--- src/rtl/sd_out_collector.sv ---
// sd_out_collector: samples the last pipeline stage on a fixed schedule
// (first word SD non-stalled cycles after reset, then every AFI non-stalled
// cycles, NOUT words in total) and queues the samples in a small FIFO.
// Latency: a capture is written to the FIFO on the edge where it occurs; a
// pop registers rd_data on its edge, and rd_valid is high for the next cycle.
// Backpressure: none towards upstream. A capture into a full FIFO without a
// simultaneous pop is dropped and sets the sticky overflow flag.
// Ports: clk, rst (sync, active-high), stall, datain -> schedule/capture;
//        rd_en -> rd_data/rd_valid; empty/full/count occupancy;
//        done, overflow, checksum status.
// Optional feature: define SD_COLLECT_CHECKSUM_EN to build a running XOR of
// accepted captures on checksum; otherwise checksum is tied to 0.
module sd_out_collector #(
   parameter int GL_CNTR_W = 16,
   parameter int DATAW     = 32,
   parameter int SD        = 13,
   parameter int AFI       = 10,
   parameter int NOUT      = 4,
   parameter int AW        = 3
) (
   input  logic             clk,
   input  logic             rst,
   input  logic             stall,
   input  logic [DATAW-1:0] datain,
   input  logic             rd_en,
   output logic [DATAW-1:0] rd_data,
   output logic             rd_valid,
   output logic             empty,
   output logic             full,
   output logic [AW:0]      count,
   output logic             done,
   output logic             overflow,
   output logic [DATAW-1:0] checksum
);

   localparam int DEPTH = 2 ** AW;
   localparam int PW    = (AFI > 1) ? $clog2(AFI) : 1;
   localparam int KW    = $clog2(NOUT + 1);

   localparam logic [GL_CNTR_W-1:0] SD_C    = GL_CNTR_W'(SD);
   localparam logic [PW-1:0]        AFI_M1  = PW'(AFI - 1);
   localparam logic [KW-1:0]        NOUT_M1 = KW'(NOUT - 1);
   localparam logic [AW:0]          DEPTH_C = (AW + 1)'(DEPTH);

   typedef enum logic [1:0] {S_WAIT, S_COLLECT, S_DONE} state_t;

   state_t               state;
   logic [GL_CNTR_W-1:0] cnt;
   logic [PW-1:0]        phase;
   logic [KW-1:0]        k;

   logic [DATAW-1:0]     mem [DEPTH];
   logic [AW-1:0]        wr_ptr;
   logic [AW-1:0]        rd_ptr;
   logic [AW:0]          count_nxt;

   logic capture;
   logic pop;
   logic push;
   logic drop;

   // A capture slot is purely a function of the schedule; stalled cycles never capture.
   always_comb begin
      capture = 1'b0;
      if (!stall) begin
         case (state)
            S_WAIT:    capture = (cnt == SD_C);
            S_COLLECT: capture = (phase == AFI_M1);
            default:   capture = 1'b0;
         endcase
      end
   end

   // A pop on the same edge frees the slot, so a full FIFO still accepts the capture.
   assign pop  = rd_en & ~empty;
   assign push = capture & (~full | pop);
   assign drop = capture & full & ~pop;

   always_comb begin
      count_nxt = count;
      case ({push, pop})
         2'b10:   count_nxt = count + 1'b1;
         2'b01:   count_nxt = count - 1'b1;
         default: count_nxt = count;
      endcase
   end

   // Schedule FSM with registered done.
   always_ff @(posedge clk) begin
      if (rst) begin
         state <= S_WAIT;
         cnt   <= '0;
         phase <= '0;
         k     <= '0;
         done  <= 1'b0;
      end else if (!stall) begin
         case (state)
            S_WAIT: begin
               cnt <= cnt + 1'b1;
               if (cnt == SD_C) begin
                  k     <= KW'(1);
                  phase <= '0;
                  if (NOUT == 1) begin
                     state <= S_DONE;
                     done  <= 1'b1;
                  end else begin
                     state <= S_COLLECT;
                  end
               end
            end
            S_COLLECT: begin
               if (phase == AFI_M1) begin
                  phase <= '0;
                  k     <= k + 1'b1;
                  if (k == NOUT_M1) begin
                     state <= S_DONE;
                     done  <= 1'b1;
                  end
               end else begin
                  phase <= phase + 1'b1;
               end
            end
            default: ;
         endcase
      end
   end

   // Storage carries no reset; resetting the pointers discards its contents.
   always_ff @(posedge clk) begin
      if (push && !rst) mem[wr_ptr] <= datain;
   end

   always_ff @(posedge clk) begin
      if (rst) begin
         wr_ptr   <= '0;
         rd_ptr   <= '0;
         count    <= '0;
         empty    <= 1'b1;
         full     <= 1'b0;
         overflow <= 1'b0;
         rd_valid <= 1'b0;
         rd_data  <= '0;
      end else begin
         if (push) wr_ptr <= wr_ptr + 1'b1;
         if (pop) begin
            // Reads the pre-edge word even when a full-FIFO push targets the same slot.
            rd_data <= mem[rd_ptr];
            rd_ptr  <= rd_ptr + 1'b1;
         end
         rd_valid <= pop;
         if (drop) overflow <= 1'b1;
         count <= count_nxt;
         empty <= (count_nxt == '0);
         full  <= (count_nxt == DEPTH_C);
      end
   end

`ifdef SD_COLLECT_CHECKSUM_EN
   always_ff @(posedge clk) begin
      if (rst)       checksum <= '0;
      else if (push) checksum <= checksum ^ datain;
   end
`else
   assign checksum = '0;
`endif

endmodule
--- config.mk ---
export PLATFORM = sky130hd
export DESIGN_NAME = sd_out_collector
export DESIGN_NICKNAME = d
export VERILOG_FILES = /design/src/rtl/sd_out_collector.sv
export SDC_FILE = /design/constraint.sdc
export NUM_CORES = 1
export LEC_CHECK = 0
export ABC_AREA = 1
export CORE_UTILIZATION = 45
export CTS_CLUSTER_SIZE = 14
export DETAILED_ROUTE_END_ITERATION = 8
export PLACE_DENSITY = 0.67
export SYNTH_ARGS = -nofsm -noshare
export SYNTH_HDL_FRONTEND = slang
export SYNTH_SLANG_ARGS = --single-unit
--- constraint.sdc ---
create_clock -name clk -period 3.7 [get_ports clk]
set_input_delay 1.11 -clock clk [delete_from_list [all_inputs] [get_ports clk]]
set_output_delay 1.11 -clock clk [all_outputs]
set_load 0.1 [all_outputs]
# [Word level (Yosys, flattened, before mapping)]
# Memory sizes are Yosys's and may differ from the RTL's. A register that Yosys moved wholly into a read port is not among the register bits.
# Cells that the tools add are included.
[classes] bitwise=9 muxes=15 add_sub_neg=7 n_eq_ne=10 reduce_logical=10
[ops] operator="$add 16x1->16 const B" n=1
[ops] operator="$eq 16x4->1 const B" n=1
[ops] operator="$pmux 4 s2" n=2
[ops] operator="$add 3x1->3 const B" n=3
[ops] operator="$add 4x1->4 const B" n=2
[ops] operator="$eq 4x4->1 const B" n=2
[ops] operator="$mux 4" n=2
[ops] operator="$reduce_and 4->1" n=2
[ops] operator="$mux 2" n=3
[ops] operator="$mux 3" n=2
[ops] operator="$ne 2x2->1 const B" n=3
[ops] operator="$pmux 3 s2" n=1
[ops] operator="$reduce_and 5->1" n=1
[ops] operator="$and 1x1->1" n=4
[ops] operator="$eq 2x1->1 const B" n=2
[ops] operator="$logic_not 4->1" n=1
[ops] operator="$not 1->1" n=4
[ops] operator="$pmux 2 s2" n=1
[ops] operator="$sub 4x1->4 const B" n=1
[ops] operator="$eq 3x2->1 const B" n=1
[ops] operator="$mux 1" n=3
[ops] operator="$reduce_and 3->1" n=1
[ops] operator="$eq 2x2->1 const B" n=1
[ops] operator="$logic_not 2->1" n=1
[ops] operator="other kinds (6)" n=6
[word_totals] out_inout_bits=73 register_bits=40 mem_count=1 word_cells=64 ramBits=256 in_bits=36
[mem_list] name="mem" depth=8 word_bits=32 read_ports=1 rd_clocked_by_memory_dff=1 wr=1 line="52" rtl="logic [DATAW-1:0] mem [DEPTH];"

# [Logic depth before layout (Yosys ltp)]
[logic_depth] word_depth=7 mapped_depth=16 mapped_depth_nobuf=16

# [Worst setup path after synthesis]
# No wires, ideal clock.
[synth_path] kind="input -> register" startpoint="input port rd_en" endpoint="memory mem[1][0] (enable)" setup_time_ns=0.421 arrival_ns=3.153 setup_slack_ns=0.126 cell_stages=6 path_buffers=0 path_cell_list="inv_1 nor2_1 inv_1 nand2_2 nand3_1 nor2_1"
[synth_via] elab_chain_cells=6
[synth_rtl] item="from (decl)" line="25" rtl="input logic rd_en,"
[synth_rtl] item="$and 1x1->1" line="75" rtl="assign pop = rd_en & ~empty;"
[synth_rtl] item="$or 1x1->1" line="76" rtl="assign push = capture & (~full | pop);"
[synth_rtl] item="$and 1x1->1" line="76"
[synth_rtl] item="$logic_and 1x1->1" line="130" rtl="if (push && !rst) mem[wr_ptr] <= datain;"
[synth_rtl] item="$mux 1" line="130"
[synth_rtl] item="$mux 1 (implied by the code)" line="130"
[synth_rtl] item="to (decl)" line="52"
# No other way between the ends.

# [Worst setup path in the final report]
[layout_path] startpoint="input port stall" endpoint="register empty"
[layout_via] elab_chain_cells=5 elab_cells_between_ends=6 cone_classes="eq/ne (2); mux (2); bitwise (1); reduce/logical (1)"
[layout_rtl] item="from (decl)" line="23" rtl="input logic stall,"
[layout_rtl] item="$mux 1 (*)" line="65" rtl="if (!stall) begin"
[layout_rtl] item="$and 1x1->1 (*)" line="76"
[layout_rtl] item="$eq 2x1->1 / $eq 2x2->1 (equally long branches)" line="81" rtl="case ({push, pop})"
[layout_rtl] item="$pmux 4 s2 (*)" line="81"
[layout_rtl] item="$logic_not 4->1 (*)" line="153" rtl="empty <= (count_nxt == '0);"
[layout_rtl] item="to (signal assigned)" line="153"
[layout_rtl] item="to (decl)" line="28" rtl="output logic empty,"
# Every way passes the cells marked *; elsewhere a longest branch is shown, timed or not.
# A chain may end at the register's enable or synchronous reset.

==> results.sh <==
export IMPL_crit_chain="clkdlybuf4s50_1 > inv_1 > nand2_1 > inv_1 > nand3_1 > nand2_4 > nand2_4 > ha_1 > fa_1 > xor2_1 > mux2i_1 > nand3_1 > o21ai_0"
export IMPL_skew_ps=13.15
export IMPL_grt_pass1_vias=8215
export IMPL_start_util_pct=45.76
export IMPL_max_freq_mhz=320.0
export IMPL_gr_usage_all_layers_pct=18.42
export IMPL_rows=62
export IMPL_maxSlewViolCount=0
export IMPL_cp_arrival_ps=3560
export IMPL_setup_viol=0
export IMPL_antenna_found_initial=0
export IMPL_hold_depth=2
export IMPL_port_buffers=76
export IMPL_die_area_sq_um=29960
export IMPL_reg2regPathDepth=12
export IMPL_final_net_count=1258
export IMPL_cts_resized=0
export IMPL_synth_async_reset_ratio_pct=0
export IMPL_pwr_density_cell_nw_per_um2=492.4
export IMPL_synthSimpleGateAreaFrac_pct=10.10
export IMPL_utilization_pct=53.10
export IMPL_cts_sinks=328
export IMPL_leakage_nw=5.266
export IMPL_cts_buffers=35
export IMPL_syn_to_final_growth_pct=16.03
export IMPL_viasPerCell=5.320
export IMPL_required_ps=4130
export IMPL_final_cells=1621
export IMPL_worst_pin_slew_ps=1235
export IMPL_path_max_fanout=8
export IMPL_finalCriticalPeriod_ps=3125
export IMPL_post_cts_buffers=0
export IMPL_ys_types=37
export IMPL_critPathKind="primary input to flip-flop"
export IMPL_core_area_sq_um=28780
export IMPL_yosys_top_cells_area="edfxtp_1 58%, dfxtp_1 11%, o21ai_0 6.6%, nor2_1 5.6%, a21oi_1 2.2%"
export IMPL_status="completed"
export IMPL_endpoint_kind="flip-flop"
export IMPL_yosysWarningCount=0
export IMPL_cts_tree="done"
export IMPL_synth_enable_flop_cells=256
export IMPL_clock_latency_ps=510
export IMPL_cts_htree_levels=2
export IMPL_dp_hpwl_mm=15.94
export IMPL_wl_per_cell_um=16.89
export IMPL_syn_area_per_cell_sq_um=11.57
export IMPL_finalCritPeriodShare_pct=84.45
export IMPL_max_slew_margin_rel_pct=17.56
export IMPL_synth_compound_area_share_pct=13.53
export IMPL_ctsLongestPathBuffers=3
export IMPL_synthAdderAreaFrac_pct=1.197
export IMPL_hold_viol=0
export IMPL_critPathSlowestCell="clkdlybuf4s50_1"
export IMPL_drt_total_wl_mm=27.38
export IMPL_drtIter0Drc=688
export IMPL_placedCellCount=1557
export IMPL_rsz0062_at_grt="no"
export IMPL_synth_top_family_by_area="compound AO/OA/AOI/OAI gates"
export IMPL_ant_nets=0
export IMPL_overflow=0
export IMPL_synth_area_mux_share_pct=0.07600
export IMPL_synth_area_sq_um=13170
export IMPL_synth_ff_type="edfxtp_1"
export IMPL_fin_tns_setup_ps=0
export IMPL_worst_path_largest_cell_delay_ps=480
export IMPL_vias=8624
export IMPL_die_h_um=173.1
export IMPL_synth_top_area_share_pct=58.37
export IMPL_cap_violations=0
export IMPL_grt_max_degree=98
export IMPL_cts_hold_buf=0
export IMPL_ys_seq_area_share_pct=69.31
export IMPL_drc=0
export IMPL_num_fill_cells=2400
export IMPL_diodes=0
export IMPL_synth_xor_area_share_pct=0.5320
export IMPL_synthCells=1138
export IMPL_gp_congestion=0.8276
export IMPL_clkTransAtPathRegs_ps=60
export IMPL_vdd_drop_max_v=0.0003178
export IMPL_ios=109
export IMPL_drive_gt1_share_pct=11.88
export IMPL_finalPower_mw=7.524
export IMPL_dr_pass1_iters=6
export IMPL_grt_pass1_wl_mm=43.69
export IMPL_synth_seq_cells=328
export IMPL_die_w_um=173.1
export IMPL_clockRootBuffer="clkbuf_16"
export IMPL_synth_top_cell_by_area="edfxtp_1"
export IMPL_start_kind="primary input"
export IMPL_worst_hold_path_type="flip-flop to flip-flop"
metrics by stage:
| stage | setup WS, ps | hold WS (ps) | area, sq um |
|---|---|---|---|
| 2_1_floorplan | 126.2 | 442.7 | 13290 |
| 3_3_place_gp | 161.3 | 437.4 | 14190 |
| 3_5_place_dp | 85.28 | 443.4 | 14190 |
| 4_1_cts | 580.4 | 452.8 | 15280 |
| 5_1_grt | 287.1 | 485.3 | 15280 |
| 6_report | 575.4 | 448.6 | 15280 |
layer usage:
| metal | global-route usage (%) | wire, um |
|---|---|---|
| met1 | 25.36 | 12540 |
| met2 | 30.16 | 12900 |
| met3 | 3.144 | 1401 |
| met4 | 5.199 | 540 |
| met5 | 0 | 0 |
power by group:
part	switching, mW	leakage, nW	internal, mW	total [mW]
registers	0.00235	2.88	3.97	3.97
logic	0.212	1.85	0.0417	0.254
clock network	1.41	0.533	1.90	3.30
kinds of logic after synthesis:
family | Yosys count
AO/OA/AOI/OAI | 330
XOR/XNOR | 8
adder cells (fa/ha/maj) | 12
buffers and inverters | 137
flip-flops | 328
multiplexers | 1
other | 1
AND/OR/NAND/NOR | 321
worst paths after layout:
path / to / slack (ps) / startpoint
setup / recovery: empty / 580 / stall
setup reg to reg: empty / 1070 / phase[0]
hold / removal: done / 450 / done
hold reg to reg: done / 450 / done
placed cells by master (no fill, tap or decap), drive strengths merged:
cell / Yosys / final
or2: 1 / 1
xnor2: 4 / 4
bufinv: 0 / 2
nor2: 202 / 202
dfxtp: 72 / 72
nand4: 11 / 11
a21oi: 59 / 59
fa: 1 / 1
o211ai: 33 / 33
nand3: 23 / 23
inv: 39 / 44
clkdlybuf4s50: 0 / 35
nand3b: 1 / 1
nor3: 5 / 5
nand2: 77 / 77
buf: 55 / 66
clkinvlp: 0 / 3
edfxtp: 256 / 256
o21ai: 201 / 201
o22ai: 33 / 33
xor2: 4 / 4
o21bai: 1 / 1
ha: 11 / 11
clkinv: 1 / 17
nor4: 1 / 1
a31oi: 3 / 3
conb: 1 / 32
clkbuf: 42 / 38
mux2i: 1 / 1
final cells by class:
class | instances | area, sq um | share of cell area (%)
tap | 384 | 480.5 | 3.144
clock buffer | 38 | 887.1 | 5.805
clock inverter | 26 | 202.7 | 1.326
multi-input combinational | 704 | 3527 | 23.08
timing repair buffer | 101 | 895.9 | 5.863
sequential | 328 | 9134 | 59.77
inverter | 40 | 153.9 | 1.007
critical path: cells and delay by family:
kind	cells	cell delay [ps]
muxes	1	190
adders and majority gates	2	640
xor gates and xnor gates	1	150
AOI/OAI and AO/OA	1	160
and+or+nand+nor	5	550
buffers and inverters	3	750
state kept, by name (all words and copies together) (netlist names):
| signal | flops |
|---|---|
| cnt | 16 |
| count | 4 |
| rd_ptr | 3 |
| wr_ptr | 3 |
| k | 3 |
| empty | 1 |
| state | 2 |
| rd_data | 32 |
| phase | 4 |
| mem | 256 |
| rd_valid | 1 |
| done | 1 |
| full | 1 |
| overflow | 1 |
cells in the mapped netlist, types with 2 or more instances:
cell type    n
buf_4       34
nand2_4      2
a21oi_1     59
o21ai_0    174
buf_6        3
clkbuf_1    40
clkbuf_2     2
a31oi_1      3
nand2_1     72
edfxtp_1   256
buf_1        2
nand2_2      3
xnor2_1      4
dfxtp_1     72
nand4_1     11
nand3_1     22
o22ai_1     33
ha_1        11
buf_2       16
nor2_1     197
o21ai_1     27
nor3_1       4
o211ai_1    33
xor2_1       4
inv_2        4
nor2_2       5
inv_1       35
Power figures use the tool's default switching activity.
